### src/rtl/alu_pipe.sv
// alu_pipe: two-stage valid/ready pipelined ALU (and/or/add/sub/slt/sltu/xor/nor)
// producing result, zero and signed-overflow flags.

module alu_pipe_addsub #(
    parameter int WIDTH = 32
) (
    input  logic [WIDTH-1:0] i_a,
    input  logic [WIDTH-1:0] i_b,
    input  logic             i_sub,
    output logic [WIDTH-1:0] o_sum,
    output logic             o_ovf
);
    logic [WIDTH-1:0] w_b;
    logic             w_sa;
    logic             w_sb;
    logic             w_ss;
    assign w_b   = i_sub ? ~i_b : i_b;
    assign o_sum = i_a + w_b + {{(WIDTH-1){1'b0}}, i_sub};
    assign w_sa  = i_a[WIDTH-1];
    assign w_sb  = i_b[WIDTH-1];
    assign w_ss  = o_sum[WIDTH-1];
    assign o_ovf = (i_sub ? (w_sa != w_sb) : (w_sa == w_sb)) && (w_ss != w_sa);
endmodule

module alu_pipe_cmp #(
    parameter int WIDTH = 32
) (
    input  logic [WIDTH-1:0] i_a,
    input  logic [WIDTH-1:0] i_b,
    output logic             o_lt_s,
    output logic             o_lt_u
);
    assign o_lt_s = $signed(i_a) < $signed(i_b);
    assign o_lt_u = i_a < i_b;
endmodule

module alu_pipe #(
    parameter int WIDTH = 32
) (
    input  logic             clk,
    input  logic             rst_n,
    input  logic             flush,
    input  logic             in_valid,
    output logic             in_ready,
    input  logic [2:0]       op,
    input  logic [WIDTH-1:0] A,
    input  logic [WIDTH-1:0] B,
    output logic             out_valid,
    input  logic             out_ready,
    output logic [WIDTH-1:0] res,
    output logic             zero,
    output logic             ovf
);
    localparam logic [2:0] OP_AND  = 3'b000;
    localparam logic [2:0] OP_OR   = 3'b001;
    localparam logic [2:0] OP_ADD  = 3'b010;
    localparam logic [2:0] OP_SUB  = 3'b011;
    localparam logic [2:0] OP_SLT  = 3'b100;
    localparam logic [2:0] OP_SLTU = 3'b101;
    localparam logic [2:0] OP_XOR  = 3'b110;

    logic             r_s1_valid;
    logic [2:0]       r_op;
    logic [WIDTH-1:0] r_a;
    logic [WIDTH-1:0] r_b;
    logic             r_s2_valid;
    logic [WIDTH-1:0] r_res;
    logic             r_zero;
    logic             r_ovf;

    logic             w_s2_adv;
    logic             w_s1_adv;
    logic             w_accept;
    logic [WIDTH-1:0] w_sum;
    logic             w_as_ovf;
    logic             w_lt_s;
    logic             w_lt_u;
    logic [WIDTH-1:0] w_res;
    logic             w_ovf;

    assign w_s2_adv = !r_s2_valid || out_ready;
    assign w_s1_adv = !r_s1_valid || w_s2_adv;
    assign in_ready = w_s1_adv;
    assign w_accept = in_valid && in_ready;

    alu_pipe_addsub #(.WIDTH(WIDTH)) u_addsub (
        .i_a   (r_a),
        .i_b   (r_b),
        .i_sub (r_op == OP_SUB),
        .o_sum (w_sum),
        .o_ovf (w_as_ovf)
    );

    alu_pipe_cmp #(.WIDTH(WIDTH)) u_cmp (
        .i_a    (r_a),
        .i_b    (r_b),
        .o_lt_s (w_lt_s),
        .o_lt_u (w_lt_u)
    );

    always_comb begin
        w_res = r_op == OP_AND  ? (r_a & r_b) :
                r_op == OP_OR   ? (r_a | r_b) :
                r_op == OP_ADD  ? w_sum :
                r_op == OP_SUB  ? w_sum :
                r_op == OP_SLT  ? {{(WIDTH-1){1'b0}}, w_lt_s} :
                r_op == OP_SLTU ? {{(WIDTH-1){1'b0}}, w_lt_u} :
                r_op == OP_XOR  ? (r_a ^ r_b) :
                                  ~(r_a | r_b);
        w_ovf = (r_op == OP_ADD || r_op == OP_SUB) && w_as_ovf;
    end

    // flush clears only the valid bits; data registers keep their contents
    always_ff @(posedge clk or negedge rst_n) begin
        if (!rst_n) begin
            r_s1_valid <= 1'b0;
            r_op       <= '0;
            r_a        <= '0;
            r_b        <= '0;
        end else if (flush) begin
            r_s1_valid <= 1'b0;
        end else if (w_accept) begin
            r_s1_valid <= 1'b1;
            r_op       <= op;
            r_a        <= A;
            r_b        <= B;
        end else if (w_s1_adv) begin
            r_s1_valid <= 1'b0;
        end
    end

    always_ff @(posedge clk or negedge rst_n) begin
        if (!rst_n) begin
            r_s2_valid <= 1'b0;
            r_res      <= '0;
            r_zero     <= 1'b0;
            r_ovf      <= 1'b0;
        end else if (flush) begin
            r_s2_valid <= 1'b0;
        end else if (w_s2_adv) begin
            r_s2_valid <= r_s1_valid;
            r_res      <= w_res;
            r_zero     <= w_res == '0;
            r_ovf      <= w_ovf;
        end
    end

    assign out_valid = r_s2_valid;
    assign res       = r_res;
    assign zero      = r_zero;
    assign ovf       = r_ovf;
endmodule

### config.mk
export PLATFORM = sky130hd
export DESIGN_NAME = alu_pipe
export DESIGN_NICKNAME = d
export VERILOG_FILES = /design/src/rtl/alu_pipe.sv
export SDC_FILE = /design/constraint.sdc
export NUM_CORES = 1
export LEC_CHECK = 0
export CAP_MARGIN = 20
export CORE_MARGIN = 1
export CORE_UTILIZATION = 30
export DETAILED_ROUTE_END_ITERATION = 10
export SETUP_SLACK_MARGIN = 0.4
export SYNTH_ARGS = -nofsm -noshare
export SYNTH_HDL_FRONTEND = slang
export SYNTH_SLANG_ARGS = --single-unit
### constraint.sdc
create_clock -name clk -period 4.8 [get_ports clk]
set_input_delay 0.96 -clock clk [delete_from_list [all_inputs] [get_ports clk]]
set_output_delay 0.96 -clock clk [all_outputs]
set_load 0.01 [all_outputs]
==> impl_metrics.json <==
{
  "crit_path_max_incr_delay_ns": 0.61,
  "numCtsBuffers": 9,
  "hold_class": "reg2reg",
  "rsz0062_at_grt": "false",
  "cts_buffer_depth": 2,
  "dieArea_um2": 31100,
  "fin_tns_setup_ns": 0,
  "path_class": "reg2reg",
  "cts_tree": "yes",
  "dpl.hpwl_um": 20500,
  "antenna_left": 0,
  "grt_pass1_wl_um": 43000,
  "clkSinkCount": 103,
  "ys_ff_latch": 103,
  "worstRegToRegCells": 11,
  "post-route-min-period_ns": 4.03,
  "diodes": 0,
  "final_common_cell": "ha_1",
  "pin_count": 108,
  "hold_slack_ns": 0.474,
  "worst_pin_slew_ns": 1.00,
  "antenna_found_initial": 0,
  "regArea_um2": 2580,
  "drt-wirelength-per-cell_um": 18.0,
  "fin_ws_ns": 0.767,
  "place_ws_ns": 0.586,
  "nNetsFinal": 1309,
  "async_reset_ff_share_pct": 100,
  "power.leakage_nw": 4.79,
  "synth_nets": 1230,
  "numPortBuffers": 107,
  "yosysSeqAreaShare_pct": 28.2,
  "worstSkewPairLatency_ns": 0.36,
  "grt_max_degree": 68,
  "syn_area_um2": 9130,
  "viasPerCell": 5.20,
  "syn_to_final_growth_pct": 19.0,
  "ir_drop_mv": 0.187,
  "wl_um": 27100,
  "syn_inst": 1027,
  "dieWidth_um": 176,
  "crit_arrival_ns": 4.29,
  "r2r_end": "zero",
  "timing.final.crit_share_pct": 84.0,
  "max_freq_mhz": 248,
  "hold_end": "res[19]",
  "crit_fanout": 6,
  "yosys_warnings": 0,
  "drv_cap": 0,
  "htree_levels": 3,
  "slew_headroom_pct": 33.0,
  "start_util_pct": 30.7,
  "worstPathCellList": "inv_1, ha_1, nor4_1, nand2_1, a211oi_1, nand2_1, a31oi_1, nand4_1, nor4b_2, nand4_1, o41ai_2",
  "finalClockSkew_ns": 0.00686,
  "setup_viol": 0,
  "total_power_mw": 4.58,
  "drc": 0,
  "dr.first_iter.drc_count": 466,
  "grt_overflow": 0,
  "critPathLaunchType": "flop",
  "cp.required_ns": 5.06,
  "reg2reg_from": "r_b[31]",
  "grt_usage_pct": 17.8,
  "finalHoldViolCount": 0,
  "powerDensity_nw_per_um2": 421,
  "worstSetupEndpointType": "flop",
  "syn_avg_cell_area_um2": 8.89,
  "outcome": "finished clean",
  "synth-edff-count": 0,
  "gp_congestion": 0.922,
  "layout_common_cells": "130 x ha_1, 106 x clkdlybuf4s50_1, 102 x dfrtp_1",
  "clockRootBuffer": "clkbuf_16",
  "critPathSlowestCell": "nor4_1",
  "grt_pass1_vias": 7684,
  "multi_input_area_um2": 6040,
  "dr.pass1.iters": 6,
  "core_um2": 29800,
  "fillers": 3067,
  "vias": 7799,
  "path_delay_family": "simple AND/OR/NAND/NOR gates",
  "path_buf_inv": 1,
  "synth.distinct_cells": 75,
  "num_rows": 63,
  "fp.dieH_um": 176,
  "reg2reg_slack_ns": 0.77,
  "maxSlewViolCount": 0,
  "clk_pin_slew_ns": 0.07,
  "drive_gt1_share_pct": 10.8,
  "hold_start": "res[19]",
  "whs_path_depth": 2,
  "cts_setup_buffers": 0,
  "ys.flop_type": "dfrtp_1"
}
logic make-up after synthesis:
group / synth area share [%]
buffers and inverters: 5.66
flip-flops: 28.2
adder cells (fa/ha/maj): 18.0
AND/OR/NAND/NOR: 13.2
multiplexers: 11.4
XOR/XNOR: 5.08
AO/OA/AOI/OAI: 18.4
cells in the mapped netlist (5+ instances only):
master      n  area [um2]
mux2i_1    25         250
nand2_1    91         342
nor2b_1    13        81.3
o31ai_1    10        75.1
a221oi_1    7        61.3
a211oi_1   10        75.1
clkbuf_1   37         139
o21ai_0    64         320
xor2_1      6        52.6
xnor2_1    47         412
a21o_1      6        45.0
inv_1      84         315
nand4_1    11        68.8
o221ai_1    9        78.8
o211ai_1    7        52.6
dfrtp_1   103        2580
nor4b_1     5        43.8
a21oi_1    66         330
o22ai_1    19         119
buf_1      12        45.0
o21a_1      8        60.1
nor3_1     13        65.1
ha_1      130        1630
nand3_1     7        35.0
nor2_1     84         315
mux2_2     70         788
tightest hold or removal path, delay by kind of cell, from the launching register on:
kind,cells,cell delay [ns]
DFF,1,0.34
and+or+nand+nor,2,0.10
state kept, by name (all words and copies together), names as in the netlist:
register    cells
r_op            3
out_valid       1
res            32
r_b            32
ovf             1
r_s1_valid      1
r_a            32
zero            1
what timing repair did:
| action | in CTS | in global routing |
|---|---|---|
| setup endpoints to repair | 0 | 1 |
| resized for setup | 0 | 5 |
| hold buffers | 0 | 0 |
layout make-up:
type                       count  share of cell area, %
timing repair buffer         120                   10.8
sequential                   103                   23.7
multi-input combinational    788                   55.6
inverter                      84                   2.90
clock inverter                 5                  0.322
clock buffer                  11                   2.14
tap                          390                   4.49
through the flow:
step / cells / utilization, % / area, um2
floorplan: 1027 / - / 9140
global placement: 1485 / 35.5 / 10600
detailed placement: 1485 / 35.5 / 10600
CTS: 1501 / 36.4 / 10900
global route: 1501 / 36.5 / 10900
finish: 1501 / 36.5 / 10900
power by group:
group / internal, mW / switching, mW / total [mW]
clock: 0.352 / 0.355 / 0.707
combinational: 1.14 / 1.47 / 2.61
sequential: 1.05 / 0.202 / 1.26
total: 2.55 / 2.03 / 4.58
worst max-delay path by stage:
stage                     cells after the start  startpoint   end  slack (ns)
after CTS                                    17     r_op[1]  zero        0.55
after detailed placement                     17     r_op[1]  zero        0.59
after global routing                         11     r_a[30]  zero        0.44
after global placement                       14     r_op[0]  zero        0.58
final                                        11     r_b[31]  zero        0.77
after floorplan                              18     r_op[0]  zero        0.43
metal layers:
metal	GRT usage, %	vias to the layer above	share of wire [%]
li1	-	3770	-
met1	24.3	3774	47
met2	29.1	224	46
met3	2.89	31	5.2
met4	4.63	0	1.8
met5	0	-	0
(Power assumes the default switching activity.)
